--- src/rtl/maze_pkg.sv ---
// Shared maze solver definitions: direction codes, sequencer states, default widths.
// Latency: n/a (type and constant definitions only).
// Backpressure: n/a.
package maze_pkg;

   localparam int DEF_AW = 8;
   localparam int DEF_DW = 2;

   localparam logic [1:0] DIR_UP    = 2'd0;
   localparam logic [1:0] DIR_RIGHT = 2'd1;
   localparam logic [1:0] DIR_DOWN  = 2'd2;
   localparam logic [1:0] DIR_LEFT  = 2'd3;

   typedef enum logic [2:0] {
      RUN      = 3'd0,
      POP_RD   = 3'd1,
      POP_WAIT = 3'd2,
      REP_RD   = 3'd3,
      REP_WAIT = 3'd4,
      REP_OUT  = 3'd5,
      DONE     = 3'd6
   } seq_state_t;

endpackage

--- src/rtl/path_stack_sequencer_if.sv ---
// Bundle of all path stack sequencer signals: solver requests/status, stack RAM port, replay stream.
// Latency: n/a (wires only); RAM read data is expected one cycle after mem_re.
// Backpressure: replay stream is valid/ready; move_valid/move_dir held until move_ready.
// Modports: slave = the sequencer itself; master = its surroundings (solver, RAM, display).
interface path_stack_sequencer_if
   import maze_pkg::*;
#(
   parameter int AW = DEF_AW,
   parameter int DW = DEF_DW
) ();

   // solver side
   logic          push;
   logic [DW-1:0] push_dir;
   logic          pop;
   logic          pop_valid;
   logic [DW-1:0] pop_dir;
   logic          solved;
   logic          busy;
   logic          full;
   logic          empty;
   logic [AW:0]   depth;
   logic          err;
   // stack RAM side
   logic          mem_we;
   logic          mem_re;
   logic [AW-1:0] mem_addr;
   logic [DW-1:0] mem_wdata;
   logic [DW-1:0] mem_rdata;
   // display side
   logic          move_valid;
   logic [DW-1:0] move_dir;
   logic          move_ready;
   logic          finish;

   modport slave (
      input  push, push_dir, pop, solved, mem_rdata, move_ready,
      output pop_valid, pop_dir, busy, full, empty, depth, err,
             mem_we, mem_re, mem_addr, mem_wdata, move_valid, move_dir, finish
   );

   modport master (
      output push, push_dir, pop, solved, mem_rdata, move_ready,
      input  pop_valid, pop_dir, busy, full, empty, depth, err,
             mem_we, mem_re, mem_addr, mem_wdata, move_valid, move_dir, finish
   );

endinterface

--- src/rtl/path_stack_sequencer.sv ---
// Path stack sequencer: owns the stack pointer, serves push/pop on an external sync RAM, replays path bottom-up.
// Latency: push 1 cycle; pop result 3 cycles after request; replay 3 cycles per move, finish 1 cycle after last move.
// Backpressure: move_valid/move_dir held until move_ready; push/pop while busy are rejected with an err pulse.
// Ports: clk, rst (async, active high), bus (slave modport: requests, status, RAM port, replay stream).
module path_stack_sequencer
   import maze_pkg::*;
#(
   parameter int AW = DEF_AW,
   parameter int DW = DEF_DW
) (
   input  logic                  clk,
   input  logic                  rst,
   path_stack_sequencer_if.slave bus
);

   localparam logic [AW:0]   DEPTH_MAX = {1'b1, {AW{1'b0}}};
   localparam logic [AW:0]   D_ONE     = {{AW{1'b0}}, 1'b1};
   localparam logic [AW-1:0] I_ONE     = {{(AW-1){1'b0}}, 1'b1};

   seq_state_t    state_q, state_n;

   logic [AW:0]   depth_q, depth_n;
   logic [AW-1:0] idx_q, idx_n;
   logic          mem_we_q, mem_we_n;
   logic          mem_re_q, mem_re_n;
   logic [AW-1:0] mem_addr_q, mem_addr_n;
   logic [DW-1:0] mem_wdata_q, mem_wdata_n;
   logic          err_q, err_n;
   logic          pop_valid_q, pop_valid_n;
   logic [DW-1:0] pop_dir_q, pop_dir_n;
   logic          move_valid_q, move_valid_n;
   logic [DW-1:0] move_dir_q, move_dir_n;
   logic          finish_q, finish_n;
   logic          busy_q, busy_n;
   logic          full_q, full_n;
   logic          empty_q, empty_n;

   logic          last_idx;

   // replay index points at the topmost entry
   assign last_idx = (({1'b0, idx_q} + D_ONE) == depth_q);

   // ---------------- state register ----------------
   always_ff @(posedge clk or posedge rst) begin
      if (rst) begin
         state_q <= RUN;
      end else begin
         state_q <= state_n;
      end
   end

   // ---------------- next-state logic ----------------
   always_comb begin
      state_n = state_q;
      case (state_q)
         RUN: begin
            // solved wins over push/pop
            if (bus.solved) begin
               state_n = empty_q ? DONE : REP_RD;
            end else if (bus.pop && !bus.push && !empty_q) begin
               state_n = POP_RD;
            end
         end
         POP_RD:   state_n = POP_WAIT;
         POP_WAIT: state_n = RUN;
         REP_RD:   state_n = REP_WAIT;
         REP_WAIT: state_n = REP_OUT;
         REP_OUT: begin
            if (bus.move_ready) begin
               state_n = last_idx ? DONE : REP_RD;
            end
         end
         DONE:     state_n = RUN;
         default:  state_n = RUN;
      endcase
   end

   // ---------------- output logic (next values of the registered outputs) ----------------
   always_comb begin
      depth_n      = depth_q;
      idx_n        = idx_q;
      mem_we_n     = 1'b0;
      mem_re_n     = 1'b0;
      mem_addr_n   = mem_addr_q;
      mem_wdata_n  = mem_wdata_q;
      err_n        = 1'b0;
      pop_valid_n  = 1'b0;
      pop_dir_n    = pop_dir_q;
      move_valid_n = move_valid_q;
      move_dir_n   = move_dir_q;
      finish_n     = 1'b0;

      if (state_q != RUN) begin
         err_n = bus.push || bus.pop;
      end

      case (state_q)
         RUN: begin
            if (bus.solved) begin
               idx_n = '0;
               if (empty_q) begin
                  finish_n = 1'b1;
               end else begin
                  mem_re_n   = 1'b1;
                  mem_addr_n = '0;
               end
            end else if (bus.push && bus.pop) begin
               err_n = 1'b1;
            end else if (bus.push) begin
               if (full_q) begin
                  err_n = 1'b1;
               end else begin
                  mem_we_n    = 1'b1;
                  mem_addr_n  = depth_q[AW-1:0];
                  mem_wdata_n = bus.push_dir;
                  depth_n     = depth_q + D_ONE;
               end
            end else if (bus.pop) begin
               if (empty_q) begin
                  err_n = 1'b1;
               end else begin
                  // low AW bits of depth-1 are the top entry, also when full
                  mem_re_n   = 1'b1;
                  mem_addr_n = depth_q[AW-1:0] - I_ONE;
                  depth_n    = depth_q - D_ONE;
               end
            end
         end
         POP_WAIT: begin
            pop_dir_n   = bus.mem_rdata;
            pop_valid_n = 1'b1;
         end
         REP_WAIT: begin
            move_dir_n   = bus.mem_rdata;
            move_valid_n = 1'b1;
         end
         REP_OUT: begin
            if (bus.move_ready) begin
               move_valid_n = 1'b0;
               if (last_idx) begin
                  finish_n = 1'b1;
               end else begin
                  idx_n      = idx_q + I_ONE;
                  mem_re_n   = 1'b1;
                  mem_addr_n = idx_q + I_ONE;
               end
            end
         end
         default: ;
      endcase

      busy_n  = (state_n != RUN);
      full_n  = (depth_n == DEPTH_MAX);
      empty_n = (depth_n == '0);
   end

   // ---------------- output registers ----------------
   always_ff @(posedge clk or posedge rst) begin
      if (rst) begin
         depth_q      <= '0;
         idx_q        <= '0;
         mem_we_q     <= 1'b0;
         mem_re_q     <= 1'b0;
         mem_addr_q   <= '0;
         mem_wdata_q  <= '0;
         err_q        <= 1'b0;
         pop_valid_q  <= 1'b0;
         pop_dir_q    <= '0;
         move_valid_q <= 1'b0;
         move_dir_q   <= '0;
         finish_q     <= 1'b0;
         busy_q       <= 1'b0;
         full_q       <= 1'b0;
         empty_q      <= 1'b1;
      end else begin
         depth_q      <= depth_n;
         idx_q        <= idx_n;
         mem_we_q     <= mem_we_n;
         mem_re_q     <= mem_re_n;
         mem_addr_q   <= mem_addr_n;
         mem_wdata_q  <= mem_wdata_n;
         err_q        <= err_n;
         pop_valid_q  <= pop_valid_n;
         pop_dir_q    <= pop_dir_n;
         move_valid_q <= move_valid_n;
         move_dir_q   <= move_dir_n;
         finish_q     <= finish_n;
         busy_q       <= busy_n;
         full_q       <= full_n;
         empty_q      <= empty_n;
      end
   end

   assign bus.depth      = depth_q;
   assign bus.mem_we     = mem_we_q;
   assign bus.mem_re     = mem_re_q;
   assign bus.mem_addr   = mem_addr_q;
   assign bus.mem_wdata  = mem_wdata_q;
   assign bus.err        = err_q;
   assign bus.pop_valid  = pop_valid_q;
   assign bus.pop_dir    = pop_dir_q;
   assign bus.move_valid = move_valid_q;
   assign bus.move_dir   = move_dir_q;
   assign bus.finish     = finish_q;
   assign bus.busy       = busy_q;
   assign bus.full       = full_q;
   assign bus.empty      = empty_q;

endmodule

--- src/flat_wrapper.sv ---
// flat-port wrapper written by rule: the top's interface ports become plain ports
module path_stack_sequencer_flat import maze_pkg::*;
#(
   parameter int AW = DEF_AW,
   parameter int DW = DEF_DW
)
  (clk, rst, bus_push, bus_push_dir, bus_pop, bus_solved, bus_mem_rdata, bus_move_ready, bus_pop_valid, bus_pop_dir, bus_busy, bus_full, bus_empty, bus_depth, bus_err, bus_mem_we, bus_mem_re, bus_mem_addr, bus_mem_wdata, bus_move_valid, bus_move_dir, bus_finish);
  path_stack_sequencer_if #(.AW(AW), .DW(DW)) bus_i ();
  input  logic clk;
  input  logic rst;
  input wire logic [$bits(bus_i.push)-1:0] bus_push;
  input wire logic [$bits(bus_i.push_dir)-1:0] bus_push_dir;
  input wire logic [$bits(bus_i.pop)-1:0] bus_pop;
  input wire logic [$bits(bus_i.solved)-1:0] bus_solved;
  input wire logic [$bits(bus_i.mem_rdata)-1:0] bus_mem_rdata;
  input wire logic [$bits(bus_i.move_ready)-1:0] bus_move_ready;
  output wire logic [$bits(bus_i.pop_valid)-1:0] bus_pop_valid;
  output wire logic [$bits(bus_i.pop_dir)-1:0] bus_pop_dir;
  output wire logic [$bits(bus_i.busy)-1:0] bus_busy;
  output wire logic [$bits(bus_i.full)-1:0] bus_full;
  output wire logic [$bits(bus_i.empty)-1:0] bus_empty;
  output wire logic [$bits(bus_i.depth)-1:0] bus_depth;
  output wire logic [$bits(bus_i.err)-1:0] bus_err;
  output wire logic [$bits(bus_i.mem_we)-1:0] bus_mem_we;
  output wire logic [$bits(bus_i.mem_re)-1:0] bus_mem_re;
  output wire logic [$bits(bus_i.mem_addr)-1:0] bus_mem_addr;
  output wire logic [$bits(bus_i.mem_wdata)-1:0] bus_mem_wdata;
  output wire logic [$bits(bus_i.move_valid)-1:0] bus_move_valid;
  output wire logic [$bits(bus_i.move_dir)-1:0] bus_move_dir;
  output wire logic [$bits(bus_i.finish)-1:0] bus_finish;
  assign bus_i.push = bus_push;
  assign bus_i.push_dir = bus_push_dir;
  assign bus_i.pop = bus_pop;
  assign bus_i.solved = bus_solved;
  assign bus_i.mem_rdata = bus_mem_rdata;
  assign bus_i.move_ready = bus_move_ready;
  assign bus_pop_valid = bus_i.pop_valid;
  assign bus_pop_dir = bus_i.pop_dir;
  assign bus_busy = bus_i.busy;
  assign bus_full = bus_i.full;
  assign bus_empty = bus_i.empty;
  assign bus_depth = bus_i.depth;
  assign bus_err = bus_i.err;
  assign bus_mem_we = bus_i.mem_we;
  assign bus_mem_re = bus_i.mem_re;
  assign bus_mem_addr = bus_i.mem_addr;
  assign bus_mem_wdata = bus_i.mem_wdata;
  assign bus_move_valid = bus_i.move_valid;
  assign bus_move_dir = bus_i.move_dir;
  assign bus_finish = bus_i.finish;
  path_stack_sequencer #(.AW(AW), .DW(DW)) u_core (.clk(clk), .rst(rst), .bus(bus_i));
endmodule
--- config.mk ---
export PLATFORM = sky130hd
export DESIGN_NAME = path_stack_sequencer_flat
export DESIGN_NICKNAME = d
export VERILOG_FILES = /design/src/rtl/maze_pkg.sv /design/src/rtl/path_stack_sequencer_if.sv /design/src/rtl/path_stack_sequencer.sv /design/src/flat_wrapper.sv
export SDC_FILE = /design/constraint.sdc
export NUM_CORES = 1
export LEC_CHECK = 0
export ABC_AREA = 1
export CORE_ASPECT_RATIO = 1.5
export CORE_MARGIN = 2
export CORE_UTILIZATION = 50
export CTS_BUF_LIST = sky130_fd_sc_hd__clkbuf_4
export DETAILED_ROUTE_END_ITERATION = 16
export GPL_ROUTABILITY_DRIVEN = 0
export PLACE_DENSITY = 0.85
export SLEW_MARGIN = 0
export SYNTH_ARGS = -nofsm -noshare
export SYNTH_HDL_FRONTEND = slang
export SYNTH_SLANG_ARGS = --single-unit
--- constraint.sdc ---
create_clock -name clk -period 2.16 [get_ports clk]
set_clock_uncertainty 0.1 [all_clocks]
set_input_delay 0.432 -clock clk [delete_from_list [all_inputs] [get_ports clk]]
set_output_delay 0.432 -clock clk [all_outputs]
set_load 0.01 [all_outputs]
---- After elaboration in Yosys (flattened, before gate mapping) ----
Index checks and enable logic that the tools add are counted.
storage, ports and cells
  RAM bits ................................ 0
  output and inout bits ................... 32
  latch bits .............................. 0
  logic and storage cells ................. 109
  flip-flop bits (word level) ............. 43
  bits of input ports ..................... 10
  bits in read-only memories .............. 0
  memories kept ........................... 0
operators by class
  bitwise logic cells ..................... 3
  $add $sub $neg .......................... 5
  $mul .................................... 0
  multiplexer cells ....................... 54
  magnitude comparators ................... 0
  div/mod/pow operators ................... 0
  eq/ne operators ......................... 15
  shift operators ......................... 0
  reduce and logical (&&, ||, !) cells .... 16
operator list
  kind                 number
  $mux 8               10
  $mux 9               7
  $pmux 8 s2           2
  $mux 1               26
  $mux 3               5
  $pmux 3 s5           1
  $add 8x1->9 const B  1
  $add 9x1->9 const B  1
  $eq 9x9->1           1
  $eq 9x9->1 const B   1
  $logic_not 9->1      1
  $ne 3x3->1 const B   3
  $sub 9x1->9 const B  1
  $add 8x1->8 const B  1
  $ne 4x4->1 const B   2
  $reduce_and 8->1     1
  $sub 8x1->8 const B  1
  $eq 3x2->1 const B   2
  $eq 3x3->1 const B   2
  $ne 2x2->1 const B   3
  $pmux 1 s2           3
  $reduce_bool 3->1    2
  $reduce_and 5->1     1
  $reduce_and 4->1     1
  8 further kinds      14

---- Logic depth before layout (Yosys ltp) ----
  word-level depth ........................ 8
  gate-level depth with buffers ........... 15
  depth with buffers taken out ............ 15

---- Least setup slack after synthesis ----
Ideal clock, no wire load.
  path kind ............................... reg2reg
  from .................................... reg u_core.idx_q[0]
  to ...................................... reg u_core.mem_addr_q[2], in the netlist u_core.bus.mem_addr[2]
  buffers on the path ..................... 1
  arrival ................................. 1.740 ns
  data required time ...................... 1.938 ns
  library setup time ...................... 0.122 ns
  slack ................................... 0.198 ns
  cell stages (with the launch flop) ...... 14
  period minus slack after synthesis ...... 1.962 ns
  cell sequence ........................... dfrtp_1 ha_1 inv_1 nand2_1 nand2_1 nor2_1 nand2_1 nor2_1 nand3_2 nor2_8 nand4_4 nand2_4 buf_12 o21ai_2
on the way
  word-level cells in the longest chain between the ends .. 4
  elaborated cells between the ends (all ways) .. 8
  classes of those cells .................. 2 x add/sub; 2 x eq/ne; 3 x mux; 1 x reduce/logical
RTL lines
  element                                                                 RTL line                                                 text
  start: declaration                                                      path_stack_sequencer.sv:23                               logic [AW-1:0] idx_q, idx_n;
  start signal: assignment                                                path_stack_sequencer.sv:177                              idx_q <= idx_n;
  $add 8x1->9 / $add 8x1->8 (equally long branches)                       path_stack_sequencer.sv:41, path_stack_sequencer.sv:145
  $eq 9x9->1 / $mux 8 (equally long branches)                             path_stack_sequencer.sv:41, path_stack_sequencer.sv:140
  $ne 2x2->1 (no source line) / $mux 8 (equally long branches)            --
  $reduce_and 8->1 (no source line) / $pmux 8 s2 (equally long branches)  --
  end signal: assignment                                                  path_stack_sequencer.sv:180                              mem_addr_q <= mem_addr_n;
  end: declaration                                                        path_stack_sequencer.sv:26                               logic [AW-1:0] mem_addr_q, mem_addr_n;
Parallel ways exist; a longest one is shown, timed or not. The select of a mux whose other input is x is not followed.
A chain may end at the register's enable or synchronous reset.

---- Final worst setup path ----
  from .................................... reg u_core.idx_q[1]
  to ...................................... reg u_core.idx_q[5]
on the way
  word-level cells in the longest chain between the ends .. 4
  elaborated cells between the ends (all ways) .. 8
  classes of those cells .................. 2 x add/sub; 2 x eq/ne; 3 x mux; 1 x reduce/logical
RTL lines
  element                                                                 RTL line
  $add 8x1->9 / $add 8x1->8 (equally long branches)                       path_stack_sequencer.sv:41, path_stack_sequencer.sv:143
  $eq 9x9->1 / $mux 8 (equally long branches)                             path_stack_sequencer.sv:41, path_stack_sequencer.sv:140
  $ne 2x2->1 (no source line) / $mux 8 (equally long branches)            --
  $reduce_and 4->1 (no source line) / $pmux 8 s2 (equally long branches)  --
Parallel ways exist; a longest one is shown, timed or not. The select of a mux whose other input is x is not followed.

==> flow_metrics.tcl <==
set metrics [dict create \
    clkLatencyLatePin_ns 0.37 \
    final_area_sq_um 3780 \
    grt-ovfl-total 0 \
    worstPathRequired_ns 2.34 \
    cts.sinks 43 \
    synthTopCellsByArea "dfrtp_1 (37%), nand2_1 (14%), inv_1 (6.1%)" \
    async_flop_share 1.00 \
    irDropWorstVdd_mv 0.757 \
    synth.most_common_cell "nand2_1" \
    core_area_sq_um 5450 \
    drt-pass1-iter-count 5 \
    post_drt_wl_per_cell_um 14.5 \
    vias_per_cell 5.53 \
    setup_tns_ns 0 \
    drt_iter0_markers 235 \
    antennaDiodeCount 0 \
    synth.avg_cell_area_sq_um 7.27 \
    min_period_over_period 0.960 \
    whs_ns 0.296 \
    finalHoldViolations 0 \
    yosysWarnings 0 \
    synth-edff-count 0 \
    drtAntennaViolNets 0 \
    cp-end-kind "flip-flop" \
    dieArea_sq_um 6300 \
    clk_pin_slew_ns 0.13 \
    syn-num-nets 403 \
    post-dp-hpwl_um 5830 \
    antenna_found_initial 0 \
    synth_cell_types 38 \
    worstMarginPinSlew_ns 0.583 \
    dp.cells 536 \
    num_vias 3037 \
    worstSetupPathType "reg -> reg" \
    initial_core_util 0.520 \
    setup_violations 0 \
    power.leakage_nw 1.85 \
    yosys-top-cells-count "nand2_1 (109), inv_1 (46), dfrtp_1 (42)" \
    n_fill_cell 452 \
    track_usage 0.250 \
    ys_seq_area_frac 0.380 \
    grt_pass1_vias 2681 \
    totalWireLength_um 7970 \
    clock-root-buffer "clkbuf_4" \
    port_buffers 41 \
    cap_violations 0 \
    status "complete, no violations" \
    h-tree-depth 2 \
    layout.nets 491 \
    worst-path-max-fanout 4 \
    drive_gt1_frac 0.215 \
    yosys.area.top_type "dfrtp_1" \
    io_pins 42 \
    cts_tree "built" \
    worstPathArrival_ns 2.26 \
    rows 33 \
    area_growth_pct 33.6 \
    ys_ff_latch 43 \
    finalNonFillerCells 549 \
    drc 0 \
    slew_headroom 0.608 \
    syn_inst 390 \
    yosys_most_used_dff "dfrtp_1" \
    powerDensity_nw_per_um2 1210 \
    grt_start_max_net_pins 44 \
    drv_slew 0 \
    hold_class "in -> async" \
    die_h_um 96.2 \
    grt_first_pass_wirelength_um 12000 \
    die-width_um 65.5 \
    fmax_ghz 0.482 \
    clockBufferDepth 2 \
    min_period_ns 2.07 \
    dpl-instance-area_sq_um 3610 \
    cts_made_buffers 5 \
    synth_top_cell_area_share 0.371 \
    start_kind "flip-flop" \
    synth_area_sq_um 2830 \
]
[worst max-delay path, cell delays in order (launching register included)]
cell and delay [ns]:
dfrtp_1 0.43, ha_4 0.30, inv_1 0.04, nand2_1 0.05, nand2_1 0.05, nor2_1 0.09, nand2_1 0.06, nor2_1 0.13
nand3_2 0.13, nor2_8 0.15, buf_4 0.14, nand4_2 0.14, nand3_1 0.13, nand2_1 0.06
[state kept, by name, summed over array words and instances (netlist names), 2 cells and up]
register and count:
u_core.bus.mem_wdata 2, u_core.bus.depth 9, u_core.bus.move_dir 2, u_core.state_q 3, u_core.idx_q 8, u_core.bus.pop_dir 2, u_core.bus.mem_addr 8
[power by group]
| group | switching (W) | internal [W] | leakage [nW] |
|---|---|---|---|
| Sequential | 0.000209 | 0.00108 | 0.535 |
| Clock | 0.000266 | 0.000238 | 0.0426 |
| Combinational | 0.00157 | 0.00123 | 1.27 |
[kinds of logic (layout without fill, tap and decap cells)]
kind of cell,after synthesis,in the layout,share of synthesized area
AND/OR/NAND/NOR,222,224,0.389
AO/OA/AOI/OAI,60,60,0.125
buffers and inverters,59,146,0.0843
flip-flops,43,43,0.380
adder cells (fa/ha/maj),3,3,0.0132
XOR/XNOR,3,3,0.00927
[cells in the final DEF (no fill, tap or decap), types with 2 or more instances in the layout]
cell             instances
nand2_1                108
inv_1                   46
buf_4                   42
clkdlybuf4s50_1         41
dfrtp_1                 41
nand3_1                 34
nor2_1                  32
o21ai_0                 25
a21oi_1                 14
nand2_2                 13
nand4_1                 10
inv_2                    7
o21ai_2                  7
clkbuf_4                 5
nor3_1                   4
a31oi_1                  4
nand3_2                  3
nor2_2                   3
nand2_4                  3
xor2_1                   3
nor2_8                   2
clkinv_1                 2
nand4_4                  2
a211oi_1                 2
or2_2                    2
nor2_4                   2
o211ai_1                 2
o21ai_1                  2
ha_1                     2
[layout make-up]
class,count,area [sq um],area share
Clock buffer,5,37.5,0.00992
Clock inverter,3,38.8,0.0102
Inverter,54,203,0.0536
Multi-Input combinational cell,290,1590,0.421
Sequential cell,43,1080,0.285
Tap cell,70,87.6,0.0231
Timing Repair Buffer,84,746,0.197
[timing repair]
item,CTS,global route
gates resized for setup,1,9
pin swaps,0,3
endpoints found under the setup margin,1,21
setup buffers,0,3
hold buffers,0,0
gates cloned,0,2
[path summary, 6_finish.rpt]
path | slack, ns | cells after the start | end | start
worst max-delay path | 0.09 | 13 | u_core.idx_q[5] | u_core.idx_q[1]
worst min-delay path | 0.30 | 3 | u_core.bus.move_valid | rst
worst max register to register | 0.09 | 13 | u_core.idx_q[5] | u_core.idx_q[1]
worst min register to register | 0.40 | 2 | u_core.bus.move_dir[1] | u_core.bus.move_dir[1]
max in group asynchronous | 1.40 | 3 | u_core.bus.empty | rst
min in group clk | 0.40 | 2 | u_core.bus.move_dir[1] | u_core.bus.move_dir[1]
[routing by layer]
metal	vias up	global-route usage	share of wire
met3	53	0.0316	0.062
met5	-	0	0
met1	1380	0.289	0.36
li1	1451	-	-
met2	153	0.437	0.51
met4	0	0.148	0.066
[per-stage QoR]
stage	setup WS (ns)	utilization	total power, W
final	0.0859	0.694	0.00459
after global routing	-0.0319	0.694	0.00493
after CTS	0.0415	0.676	0.00442
after detailed placement	-0.216	0.662	0.00389
after global placement	-0.163	0.662	0.00382
after floorplan	0.198	-	0.00280
Note: power is estimated with default switching activity, not from simulation.
